`src/rtl/demux_pkg.sv`:
```
// Shared constants and types for the 1-to-8 byte demultiplexer.
// Optional accept counter is enabled by DEMUX_STATS_EN.
package demux_pkg;

  localparam int N_CH  = 8;
  localparam int SEL_W = 3;
  localparam int CNT_W = 16;
  localparam int DW    = 8;

  typedef enum logic {
    SLOT_EMPTY,
    SLOT_FULL
  } slot_state_t;

endpackage

```
`src/rtl/demux_1x8_8bit_buf_if.sv`:
```
// Producer stream plus eight consumer channels of the demultiplexer.
// xfer_cnt exists only when DEMUX_STATS_EN is defined.
interface demux_1x8_8bit_buf_if;
  import demux_pkg::*;

  logic             in_valid;
  logic             in_ready;
  logic [SEL_W-1:0] sel;
  logic [DW-1:0]    D;
  logic [N_CH-1:0]  out_valid;
  logic [N_CH-1:0]  out_ready;
  logic [DW-1:0]    Y [N_CH];
`ifdef DEMUX_STATS_EN
  logic [CNT_W-1:0] xfer_cnt;
`endif

  modport master (
`ifdef DEMUX_STATS_EN
    input  xfer_cnt,
`endif
    output in_valid,
    output sel,
    output D,
    output out_ready,
    input  in_ready,
    input  out_valid,
    input  Y
  );

  modport slave (
`ifdef DEMUX_STATS_EN
    output xfer_cnt,
`endif
    input  in_valid,
    input  sel,
    input  D,
    input  out_ready,
    output in_ready,
    output out_valid,
    output Y
  );

endinterface

```
`src/rtl/demux_slot.sv`:
```
// One-entry holding slot: refill wins over drain, data kept when empty.
module demux_slot
  import demux_pkg::*;
#(
  parameter int W = DW
) (
  input  logic         clk,
  input  logic         rst,
  input  logic         wr_en,
  input  logic [W-1:0] wr_data,
  input  logic         rd_ready,
  output logic         valid,
  output logic [W-1:0] q
);

  slot_state_t  state_q, state_d;
  logic [W-1:0] data_q, data_d;

  always_ff @(posedge clk) begin
    if (rst) begin
      state_q <= SLOT_EMPTY;
      data_q  <= '0;
    end else begin
      state_q <= state_d;
      data_q  <= data_d;
    end
  end

  always_comb begin
    state_d = state_q;
    data_d  = data_q;
    if (wr_en) begin
      state_d = SLOT_FULL;
      data_d  = wr_data;
    end else if (state_q == SLOT_FULL && rd_ready) begin
      state_d = SLOT_EMPTY;
    end
  end

  assign valid = (state_q == SLOT_FULL);
  assign q     = data_q;

endmodule

```
`src/rtl/demux_1x8_8bit_buf.sv`:
```
// Registered 1-to-8 byte demux with per-channel valid/ready slots.
// Define DEMUX_STATS_EN to add the 16-bit accepted-byte counter.
module demux_1x8_8bit_buf
  import demux_pkg::*;
(
  input  logic                 clk,
  input  logic                 rst,
  demux_1x8_8bit_buf_if.slave  bus
);

  logic [N_CH-1:0] vld;
  logic [N_CH-1:0] wr_en;
  logic            rdy;
  logic            xfer;

  // ready looks only at the selected slot, so a draining slot can refill
  assign rdy  = ~vld[bus.sel] | bus.out_ready[bus.sel];
  assign xfer = bus.in_valid & rdy;

  always_comb begin
    wr_en = '0;
    wr_en[bus.sel] = xfer;
  end

  for (genvar k = 0; k < N_CH; k++) begin : g_slot
    demux_slot #(.W(DW)) u_slot (
      .clk      (clk),
      .rst      (rst),
      .wr_en    (wr_en[k]),
      .wr_data  (bus.D),
      .rd_ready (bus.out_ready[k]),
      .valid    (vld[k]),
      .q        (bus.Y[k])
    );
  end

  assign bus.in_ready  = rdy;
  assign bus.out_valid = vld;

`ifdef DEMUX_STATS_EN
  logic [CNT_W-1:0] cnt_q, cnt_d;

  always_comb begin
    cnt_d = cnt_q;
    if (xfer) cnt_d = cnt_q + 1'b1;
  end

  always_ff @(posedge clk) begin
    if (rst) cnt_q <= '0;
    else     cnt_q <= cnt_d;
  end

  assign bus.xfer_cnt = cnt_q;
`endif

endmodule

```
`src/flat_wrapper.sv`:
```
// flat-port wrapper written by rule: the top's interface ports become plain ports
module demux_1x8_8bit_buf_flat import demux_pkg::*;
  (clk, rst, bus_in_valid, bus_sel, bus_D, bus_out_ready, bus_in_ready, bus_out_valid, bus_Y);
  demux_1x8_8bit_buf_if bus_i ();
  input  logic clk;
  input  logic rst;
  input wire logic [$bits(bus_i.in_valid)-1:0] bus_in_valid;
  input wire logic [$bits(bus_i.sel)-1:0] bus_sel;
  input wire logic [$bits(bus_i.D)-1:0] bus_D;
  input wire logic [$bits(bus_i.out_ready)-1:0] bus_out_ready;
  output wire logic [$bits(bus_i.in_ready)-1:0] bus_in_ready;
  output wire logic [$bits(bus_i.out_valid)-1:0] bus_out_valid;
  output wire logic [$bits(bus_i.Y)-1:0] bus_Y;
  assign bus_i.in_valid = bus_in_valid;
  assign bus_i.sel = bus_sel;
  assign bus_i.D = bus_D;
  assign bus_i.out_ready = bus_out_ready;
  assign bus_in_ready = bus_i.in_ready;
  assign bus_out_valid = bus_i.out_valid;
  assign bus_Y = {>>{bus_i.Y}};
  demux_1x8_8bit_buf u_core (.clk(clk), .rst(rst), .bus(bus_i));
endmodule
```
`config.mk`:
```
export PLATFORM = sky130hd
export DESIGN_NAME = demux_1x8_8bit_buf_flat
export DESIGN_NICKNAME = d
export VERILOG_FILES = /design/src/rtl/demux_pkg.sv /design/src/rtl/demux_1x8_8bit_buf_if.sv /design/src/rtl/demux_slot.sv /design/src/rtl/demux_1x8_8bit_buf.sv /design/src/flat_wrapper.sv
export SDC_FILE = /design/constraint.sdc
export NUM_CORES = 1
export LEC_CHECK = 0
export BUFFER_PORTS_ARGS = -buffer_cell sky130_fd_sc_hd__buf_4
export CORE_ASPECT_RATIO = 1.75
export CORE_MARGIN = 5
export CORE_UTILIZATION = 40
export DETAILED_ROUTE_END_ITERATION = 7
export PLACE_DENSITY = 0.68
export SYNTH_ARGS = -nofsm -noshare
export SYNTH_HDL_FRONTEND = slang
export SYNTH_HIERARCHICAL = 1
export SYNTH_SLANG_ARGS = --single-unit
```
`constraint.sdc`:
```
create_clock -name clk -period 1.9 [get_ports clk]
set_input_delay 0.285 -clock clk [delete_from_list [all_inputs] [get_ports clk]]
set_output_delay 0.285 -clock clk [all_outputs]
set_load 0.01 [all_outputs]
```
==> results summary <==
The run finished, with violations left. The final reports fail on negative setup slack. The number of detailed-routing iterations run before antenna repair is 4. The final HPWL from detailed placement is approximately 5.5 mm. The height of the die is approximately 120 um. The data arrival time of the critical path came out at roughly 2.1 ns. The total area inside the core boundary comes to a little under 7000 um^2. Broken down by cell family, the worst path's largest delay share belongs to multiplexers.

The minimum setup slack among reg-to-reg paths came out at -0.007 ns. The number of sinks handled by clock tree synthesis is slightly above 70. The clock latency of the later-clocked register in the worst-skew pair is 0.32 ns. By area the synthesized netlist is led by dfxtp_1, mux2i_1, nor2_1.

The die covers 8920 um^2. Traced cell by cell, the critical path runs through mux4_2, o221ai_2, o211ai_1, nor3_2, buf_2, mux2i_1, nor2_1. The number of antenna-violating nets in the routed design is 0.

The reported net switching power is roughly 0.00077 W. The biggest area contributor in the post-synthesis netlist is dfxtp_1. The global placement routability congestion is 0.8609.

The number of standard cells after synthesis came out at between 200 and 300. The path type of the worst setup path is register to register. The final net count came out at just over 400. In this run, the number of DRC markers left after iteration 0 of detailed routing was between 150 and 200. The hold slack is 0.2459 ns. The detailed-route wire length per cell is 16.48 um. The pin slew with the least headroom to its limit came out at between 0.7 and 0.8 ns. The number of synthesis warnings came out at 6.

The summed instance area of the synthesized netlist is 2829 um^2. In this run the critical register-to-register path is launched from u_core/g_slot[7].u_slot/valid. The internal power contribution came out at roughly 0.0029 W.

The mean cell area of the mapped netlist is 10.40 um^2. The clock slew at the register clock pins of the worst setup and hold paths is 0.05 ns. The combinational group share of total power came out at 0.087. IR analysis of the VDD net gives a maximum drop of 0.6313 mV. The part of the total power dissipated in sequential elements came out at 0.431. The unique cell type count in the Yosys netlist is 25. The share of the clock period used by the worst path is 1.004. STA classifies the critical path endpoint as a register. The type of the worst min-delay path is input pin to register.

For this run, the total global-route usage over all layers was measured as 0.1843. The worst register-to-register path ends at u_core/g_slot[1].u_slot/q[4]. The final total power is approximately 0.0036 W. The post-synthesis sequential area ratio came out at 0.5095. The post-route DRC violation count came out at 0. The analysis attributes to cell leakage a power of roughly 1.7 nW. The worst relative slew slack came out at 0.5209. The die boundary width came out at 73.57 um.

The count of input and output buffers came out at 94. The number of cells on the worst hold path came out at 3. The initial antenna violation count is 0.

The antenna cell count came out at 0. The clock network power share came out at 0.481. The maximum number of pins on one net before global-route repair is 73. The number of global-route vias before repair is roughly 2.3k. The number of cells traversed by the worst register-to-register path came out at 7. Of the total power, the share spent switching nets is 0.2128.

Based on the critical path, the design can be clocked at up to roughly 520 MHz. The setup clock skew after layout is about 0.0035 ns. In this run the cell area measured after placement is roughly 3700 um^2. The startpoint identified for the worst hold timing path is bus_out_ready[0]. Setup repair after global routing could not meet its margin everywhere. The wire length of the first global-routing pass came out at 12.26 mm. The final standard cell utilization of the core is 0.5899. The count of flip-flops with a built-in enable after synthesis is 0. OpenSTA, run right after detailed placement, puts the worst setup slack at -0.1806 ns. TritonCTS built the clock tree. The fraction of synthesized cell area taken by the top area cell type came out at 0.5095. Summed over all layers, the routed wires come to roughly 8 mm. The number of pins exceeding their max-slew limit in the final report is 0. The area added between synthesis and finish came out at 44.01%.

Clock tree synthesis selected as its root buffer the cell clkbuf_16. The hold buffer count at cts came out at 0. The areal power density over the cells came out at between 800 and 900 nW/um^2. The share of flip-flops with an asynchronous set or reset is 0. The delay of the slowest cell on the worst path is a little under 0.5 ns. The starting density of the core came out at 0.4096. The maximum level of the CTS H-tree is 3. Among all cell types in the netlist, the one instantiated most often is dfxtp_1. Across all layers, the routed design uses 2278 vias. After global routing the overflow that remains totals 0.

The number of fill cells in the layout is 633. The number of failing hold endpoints at the final stage is 0. The number of maximum-capacitance constraint violations came out at 0. The clock buffer count from CTS came out at 9. The ratio of routed vias to standard cells came out at 4.786. The worst setup margin is -0.006979 ns. The count of buffering cells on the critical path with inverters included is 1. Pin placement for this block handled 95 I/O pins.

The cell at the slowest stage of the critical path is mux4_2. For hold timing, the worst endpoint is u_core/g_slot[0].u_slot/valid. After synthesis the netlist holds a flip-flop and latch count of 72. The maximum clock path buffer count is 2.

The number of nets in the synthesized netlist came out at roughly 290. For this run, the leading register cell type out of synthesis is dfxtp_1. After layout, the minimum clock period comes to 1.907 ns. The kind of start point of the critical path is a register. For the worst setup path, the data required time is 2.08 ns. Setup violations remaining at the end of the flow were counted as 3. The summed area of non-filler cells in the final layout came out at approximately 4000 um^2.

The initialized floorplan defines 40 standard-cell rows. The fraction of final layout cells with drive strength greater than 1 is 0.3903. The biggest fanout along the worst timing path is 4. By count the netlist is led by dfxtp_1, mux2i_1, nor2_1.
-- stage by stage --
stage                     instances  TNS (ns)
after floorplan                 272         0
after global placement          457    -6.655
after detailed placement        457    -8.875
after CTS                       475         0
after global routing            476    -1.793
final                           476  -0.01665
-- worst max-delay path by stage --
stage / start / end / cells past startpoint
2_1_floorplan: bus_sel[0] / u_core/g_slot[2].u_slot/q[0] / 8
3_3_place_gp: bus_sel[2] / u_core/g_slot[1].u_slot/q[4] / 8
3_5_place_dp: bus_sel[2] / u_core/g_slot[6].u_slot/q[3] / 10
4_1_cts: u_core/g_slot[6].u_slot/valid / u_core/g_slot[0].u_slot/q[4] / 7
5_1_grt: u_core/g_slot[4].u_slot/valid / u_core/g_slot[0].u_slot/q[7] / 7
6_report: u_core/g_slot[7].u_slot/valid / u_core/g_slot[1].u_slot/q[4] / 7
-- worst reg2reg max path: cells and delay by family, from the launching register on --
family / cells / cell delay (ns)
flip-flops: 1 / 0.32
AO/OA/AOI/OAI: 2 / 0.26
AND/OR/NAND/NOR: 2 / 0.28
buffers and inverters: 1 / 0.20
multiplexers: 2 / 0.70
-- routing by layer --
metal,vias to the layer above,routed length (um),GRT usage
met5,-,0,0
met4,0,166,0.08844
met3,9,418,0.03483
met2,73,4248,0.3133
met1,1061,3011,0.2158
li1,1135,-,-
-- cell families after synthesis --
logic type      share of synthesized area
buf+inv                           0.06369
simple gates                       0.1437
compound gates                    0.02875
mux                                0.2543
flops                              0.5095
-- cell usage in the layout, fill, tap and decap left out, types with 2 or more instances in the layout --
| master | Yosys | layout |
|---|---|---|
| dfxtp_1 | 72 | 66 |
| clkbuf_8 | 0 | 4 |
| clkbuf_16 | 0 | 9 |
| buf_6 | 8 | 4 |
| dfxtp_2 | 0 | 6 |
| a21oi_1 | 8 | 8 |
| nand2b_1 | 12 | 12 |
| mux4_2 | 1 | 2 |
| nor3_1 | 4 | 3 |
| nor2_1 | 67 | 67 |
| inv_1 | 9 | 8 |
| buf_4 | 0 | 117 |
| mux2i_1 | 67 | 66 |
-- timing repair --
item,4_1_cts,5_1_grt
setup buffers,2,0
gates cloned,1,1
setup endpoints to repair,13,57
pin swaps,1,3
resized for setup,10,7
-- cell type report --
cell class	count	area, um^2	share of cell area
sequential	72	1449	0.3557
clock inverter	2	35.03	0.008600
clock buffer	14	284.0	0.06972
timing repair buffer	123	939.7	0.2307
multi-input combinational	172	1227	0.3013
tap	84	105.1	0.02580
inverter	9	33.78	0.008292
-- power groups by stage --
stage | Sequential [W] | Clock [W] | Combinational [W]
after CTS | 0.00156 | 0.00179 | 0.000314
after global placement | 0.00160 | 0 | 0.000304
final | 0.00156 | 0.00174 | 0.000317
after floorplan | 0.00161 | 0 | 0.000136
after detailed placement | 0.00160 | 0 | 0.000309
after global routing | 0.00157 | 0.00186 | 0.000343
-- state kept, by name, summed over array words and instances, names as in the netlist --
| name | cells |
|---|---|
| u_core/g_slot.u_slot/valid | 8 |
| u_core/g_slot.u_slot/q | 64 |
No activity file was read; power rests on OpenSTA's default activity.
